==> config.mk <==
export PLATFORM = sky130hd
export DESIGN_NAME = mem_responder
export DESIGN_NICKNAME = d
export VERILOG_FILES = /design/src/rtl/mem_responder.sv
export SDC_FILE = /design/constraint.sdc
export NUM_CORES = 2
export LEC_CHECK = 0
export CAP_MARGIN = 20
export CORE_MARGIN = 1.5
export CORE_UTILIZATION = 50
export DETAILED_ROUTE_END_ITERATION = 10
export GPL_ROUTABILITY_DRIVEN = 0
export PLACE_DENSITY = 0.72
export REMOVE_ABC_BUFFERS = 1
export SLEW_MARGIN = 20
export SYNTH_ARGS = -nofsm -noshare
export SYNTH_HDL_FRONTEND = slang
export SYNTH_SLANG_ARGS = --single-unit
==> constraint.sdc <==
create_clock -name clk -period 11.8 [get_ports clk]
set_clock_uncertainty 0.1 [all_clocks]
set_input_delay 1.18 -clock clk [delete_from_list [all_inputs] [get_ports clk]]
set_output_delay 1.18 -clock clk [all_outputs]
set_load 0.01 [all_outputs]
==> src/rtl/mem_responder.sv <==
`default_nettype none
// ============================================================================
// Module      : mem_responder
// Description : Word-addressed memory slave with a four-phase MEM_EN/MFC
//               handshake, a fixed wait latency and out-of-range detection.
// Revision    : 1.0 - initial release
// ============================================================================
module mem_responder #(
  // log2 of the internal word depth; supported range 1..16
  parameter int unsigned ADDR_BITS = 8,
  // wait cycles spent in WAIT before the access; supported range 0..15
  parameter int unsigned LATENCY   = 2
) (
  input  logic        clk,
  input  logic        reset,      // synchronous, active-low
  input  logic        MEM_EN,
  input  logic        MEM_RW,     // 1 = read, 0 = write
  input  logic [15:0] addr,
  input  logic [15:0] data_in,
  output logic [15:0] data_out,
  output logic        MFC,
  output logic        mem_err
);

  localparam int unsigned C_DEPTH   = 1 << ADDR_BITS;
  localparam logic [3:0]  C_LATENCY = 4'(LATENCY);

  typedef enum logic [1:0] {
    S_IDLE = 2'd0,
    S_WAIT = 2'd1,
    S_ACK  = 2'd2
  } state_t;

  state_t                 state_q, state_d;
  logic [3:0]             cnt_q, cnt_d;
  logic                   rw_q, rw_d;
  logic [15:0]            addr_q, addr_d;
  logic [15:0]            wdata_q, wdata_d;
  logic [15:0]            data_out_q, data_out_d;
  logic                   mfc_q, mfc_d;
  logic                   err_q, err_d;

  // Storage array; deliberately not reset so contents survive a reset.
  logic [15:0]            mem_q [C_DEPTH];

  logic                   oob;
  logic [ADDR_BITS-1:0]   idx;
  logic [15:0]            rd_word;
  logic                   access_fire;

  // Out-of-range means any captured address bit above the array index is set.
  if (ADDR_BITS < 16) begin : g_oob_check
    assign oob = |addr_q[15:ADDR_BITS];
  end else begin : g_no_oob
    assign oob = 1'b0;
  end

  assign idx     = addr_q[ADDR_BITS-1:0];
  assign rd_word = mem_q[idx];

  // Next-state, request capture and access decode.
  always_comb begin
    state_d     = state_q;
    cnt_d       = cnt_q;
    rw_d        = rw_q;
    addr_d      = addr_q;
    wdata_d     = wdata_q;
    data_out_d  = data_out_q;
    access_fire = 1'b0;

    unique case (state_q)
      S_IDLE: begin
        // Inputs are only looked at here; afterwards the captured copy rules.
        if (MEM_EN) begin
          state_d = S_WAIT;
          cnt_d   = C_LATENCY;
          rw_d    = MEM_RW;
          addr_d  = addr;
          wdata_d = data_in;
        end
      end
      S_WAIT: begin
        // Committed request: MEM_EN is ignored until the access is done.
        if (cnt_q == 4'd0) begin
          state_d     = S_ACK;
          access_fire = 1'b1;
          if (rw_q) begin
            data_out_d = oob ? 16'h0000 : rd_word;
          end
        end else begin
          cnt_d = cnt_q - 4'd1;
        end
      end
      S_ACK: begin
        // Leaving ACK consumes this edge, so a new request needs an IDLE edge.
        if (!MEM_EN) begin
          state_d = S_IDLE;
        end
      end
      default: begin
        state_d = S_IDLE;
      end
    endcase

    // Handshake outputs are registered and follow the ACK state exactly.
    mfc_d = (state_d == S_ACK);
    err_d = (state_d == S_ACK) && oob;
  end

  // Control and datapath registers with reset priority.
  always_ff @(posedge clk) begin
    if (!reset) begin
      state_q    <= S_IDLE;
      cnt_q      <= 4'd0;
      rw_q       <= 1'b0;
      addr_q     <= 16'h0000;
      wdata_q    <= 16'h0000;
      data_out_q <= 16'h0000;
      mfc_q      <= 1'b0;
      err_q      <= 1'b0;
    end else begin
      state_q    <= state_d;
      cnt_q      <= cnt_d;
      rw_q       <= rw_d;
      addr_q     <= addr_d;
      wdata_q    <= wdata_d;
      data_out_q <= data_out_d;
      mfc_q      <= mfc_d;
      err_q      <= err_d;
    end
  end

  // Array write on the WAIT->ACK edge; an active reset discards it.
  always_ff @(posedge clk) begin
    if (reset && access_fire && !rw_q && !oob) begin
      mem_q[idx] <= wdata_q;
    end
  end

  assign data_out = data_out_q;
  assign MFC      = mfc_q;
  assign mem_err  = err_q;

endmodule
`default_nettype wire

-- Yosys cells after proc, flatten, opt, wreduce, memory -nomap -nowiden
Memory sizes are Yosys's and may differ from the RTL's. A register that Yosys moved wholly into a read port is not among the register bits.
Cells that the tools add are included.
- register bits: 57
- RAM bits: 4096
- input bits: 36
- output and inout bits: 18
- logic and storage cells: 42
- memories: 1
- add/subtract/negate cells: 1
- eq/ne operators: 5
- muxes and demuxes: 14
- reductions and logical operators: 13
- memories (memory ; depth ; width ; rd ports ; clocked after memory_dff ; write ports ; RTL line ; RTL):
    mem_q ; 256 ; 16 ; 1 ; 1 ; 1 ; 44 ; logic [15:0] mem_q [C_DEPTH];
- operators by type and width (cell ; number):
    2-to-1 mux 16 bit ; 1
    2-to-1 mux 8 bit ; 2
    2-to-1 mux 4 bit ; 2
    one-hot mux 4 bit (2 select lines) ; 1
    OR reduction 8 bit ; 1
    2-to-1 mux 2 bit ; 3
    one-hot mux 2 bit (3 select lines) ; 1
    AND reduction 3 bit ; 2
    == test 2 bit, second input constant ; 2
    logical AND 1 bit ; 4
    logical NOT 4 bit ; 1
    2-to-1 mux 1 bit ; 4
    != test 2 bit, second input constant ; 2
    subtractor 4 x 1 -> 4 bit, second input constant ; 1
    == test 2 x 1 -> 1 bit, second input constant ; 1
    logical NOT 1 bit ; 2
    logical NOT 2 bit ; 1
    AND reduction 2 bit ; 1
    nonzero test 2 bit ; 1

-- Depth between registers and ports, before layout
- word-level depth: 8
- depth in mapped cells: 13
- depth with buffers taken out: 9

-- Least setup slack after synthesis
No wires, ideal clock.
- path type: reg-to-reg
- from: register wdata_q[0]
- to: memory mem_q[0][0], data pin
- library setup time: 0.856 ns
- arrival time: 3.397 ns
- data required time: 10.844 ns
- slack: 7.447 ns
- cell stages (with the launch flop): 1
- buffers on the path: 0
- clock period less this slack: 4.353 ns
- cells stage by stage: dfxtp_1
- RTL lines (element ; RTL line ; RTL):
    from (decl) ; 38 ; logic [15:0] wdata_q, wdata_d;
    from (signal assigned) ; 126 ; wdata_q <= wdata_d;
    to (decl) ; 44 ;
No word-level cell before the write port.

==> results.txt <==
Worst Setup End Kind - register
Area grow syn2layout - 12.6%
Unique masters post-synth - 76
Die X - 567 um
Slew Viols, Final - 0
GRT Total Usage - 0.269
DIE AREA - 322000 sq um
Cells after Synth - 7347
#FFs+latches synth - 4161
P_leak - 54.1 nW
Starting density of the core - 0.504
Slew margin rel. - 0.175
DRT Pass-1 Iters - 6
RSZ-0062 raised after global routing - false
Synthesis Warnings - 0
Hold Crit Class - register to register
VDD IR-drop max - 154 uV
Clock Sinks - 4161
Reg2Reg Depth - 9
CP startpoint kind - register
Hold Startpoint - addr_q[11]
Remaining DRCs - 0
Fin Hold WS - 0.369 ns
Post-Syn Area - 159000 sq um
Min Tclk post-route - 5.92 ns
Worst-margin pin slew - 1.23 ns
R2r setup slk - 5.88 ns
Outcome - finished, final reports clean
Post-CTS Resized - 0
Worst EP required - 12.51 ns
Max-capacitance violation count - 0
Setup crit end - data_out[14]
H-tree level count - 5
Row cnt - 206
Post-synth EDFFs - 4096
Placed cells - 11521
Worst-path maximum fanout - 104
Cell taking the most area after synthesis - edfxtp_1
Initial antenna violation count - 27
Ranking of synthesized cells by area - edfxtp_1, mux4_2, mux2i_1
Fmax - 169 MHz
Sequential share of the synthesized area - 0.781
Fraction of layout cells with a size suffix above 1 - 0.251
Critical R2R Capture - data_out[14]
Top FF cell, synth - edfxtp_1
Via count - 81660
Setup_tns - 0 ns
Final net count - 7814
Num CTS Buffers - 405
Final Routed Wirelength - 436 mm
Global route total overflow - 0
Clk_lat worst skew - 0.95 ns
CTS tree - built
Initial drt markers - 13910
Final worst-path cycle share - 0.502
I/O pins - 54
PwrDens - 173 nW/um^2
Routed Antenna Nets - 0
Area share of the largest cell type after synthesis - 0.773
WP data arrival - 6.63 ns
Largest net degree at the start of global routing - 209
Hold-fix buffer count after cts - 0
First-pass GRT wire length - 611 mm
Clock-pin slew on the worst setup and hold paths - 0.06 ns
Post-CTS repair timing setup buffer count - 0
Root buf cell - clkbuf_16
Final setup fails - 0
Core Box Area - 316000 sq um
WS Path Type - register to register
Drt via density - 6.65
Mean Syn Cell Area - 21.7 sq um
Number of global-route vias before repair - 80236
Clock buffer depth - 4
Ys async rst share - 0
Final hold vios - 0
Port Buf Inserts - 53
WL/cell - 35.5 um
Die Y - 567 um
Utilization after layout - 0.568
Hpwl dp - 254 mm
Filler-free cell count of the finished design - 12271
==> worst max-delay path: stages, from the launching register on <==
cell and delay (ns):
dfxtp_4 0.77, buf_12 0.49, buf_4 0.69, buf_4 0.76, mux2i_1 0.26, nor3_1 0.06, a2111oi_0 0.74, a2111oi_0 0.36
a211oi_1 0.98, o31ai_1 0.13
==> worst min path at each step <==
stage                     cells after the start    endpoint  slack (ns)
after global routing                          2  addr_q[10]        0.39
after floorplan                               2  addr_q[11]        0.34
after detailed placement                      2  addr_q[11]        0.37
after CTS                                     2  addr_q[11]        0.37
after global placement                        2  addr_q[15]        0.35
final                                         2  addr_q[11]        0.37
==> flip-flops by register name, summed over array words and instances, names as in the netlist, named ones only <==
name and count:
MFC 1, state_q 2, wdata_q 16, mem_q 4096
cnt_q 4, data_out 16, addr_q 16, rw_q 1
mem_err 1
==> layout make-up <==
type	count	area (sq um)
Inverter	8	35.0
Timing Repair Buffer	443	3800
Tap cell	4160	5200
Antenna cell	13	32.5
Multi-Input combinational cell	2757	32800
Fill cell	22198	137000
Clock inverter	223	2170
Sequential cell	4161	124000
Clock buffer	506	10800
==> logic make-up (layout without fill, tap and decap cells) <==
group                      Yosys count  in the layout  synth area share
muxes                             1178           1178             0.149
xor gates and xnor gates             2              2          0.000110
DFF                               4161           4161             0.781
buffers and inverters              429           1180            0.0149
adders and majority gates            2              2          0.000157
other                                0             13                 0
AOI/OAI and AO/OA                  681            681            0.0296
and+or+nand+nor                    894            894            0.0252
==> metal layers <==
layer / wire length [um] / track usage / vias up
met5: 69 / 0 / -
met4: 23400 / 0.125 / 10
met2: 203000 / 0.411 / 6079
li1: - / - / 31819
met1: 154000 / 0.367 / 42804
met3: 56000 / 0.0648 / 948
==> cell usage in the layout (no fill, tap or decap), types with 42 or more instances in the layout <==
master,instances
a211oi_1,42
a21oi_1,87
a22oi_1,112
buf_4,360
clkbuf_1,82
clkbuf_16,410
clkdlybuf4s50_1,52
clkinv_1,85
clkinv_2,77
edfxtp_1,4096
mux2i_1,213
mux4_2,950
nand2_1,269
nand3_1,68
nor2_1,281
nor3_1,49
o21ai_0,52
o22ai_1,141
==> report_power, final <==
group	leakage (nW)	total (W)	internal (W)	switching, W
clock network	6.33	0.0127	0.00719	0.00549
registers	37.1	0.0165	0.0163	0.000125
logic	10.7	0.00183	0.000608	0.00122
total	54.1	0.0310	0.0241	0.00683
==> through the flow <==
stage | setup slack, ns | cell area, sq um | power [W]
detailed placement | 6.23 | 166000 | 0.0186
floorplan | -40.23 | 157000 | 0.0192
global placement | 5.53 | 166000 | 0.0185
CTS | 6.19 | 179000 | 0.0310
finish | 5.88 | 179000 | 0.0310
global route | 5.80 | 179000 | 0.0316
==> cells in the mapped netlist, types with 8 or more instances <==
cell type and instances:
a31oi_1 31, a22o_1 10, o21ai_1 12, a21oi_1 87, nand3_1 74, a21boi_0 34
nand2b_1 13, edfxtp_1 4096, nor2b_1 24, buf_4 94, o221ai_1 38, a221oi_1 24
o21ai_0 52, dfxtp_1 65, a311oi_1 12, or4_1 13, buf_6 33, nor2_1 324
mux2i_1 213, mux4_2 950, nand4_1 15, a211oi_1 42, nand2_1 278, and2_1 24
and3_1 8, nor4_1 30, o22ai_1 141, a22oi_1 112, nor3_1 51, o211ai_1 17
a2111oi_0 21, clkbuf_1 157, mux2_2 15, buf_1 21, buf_2 114
Note: power is estimated with default switching activity, not from simulation.
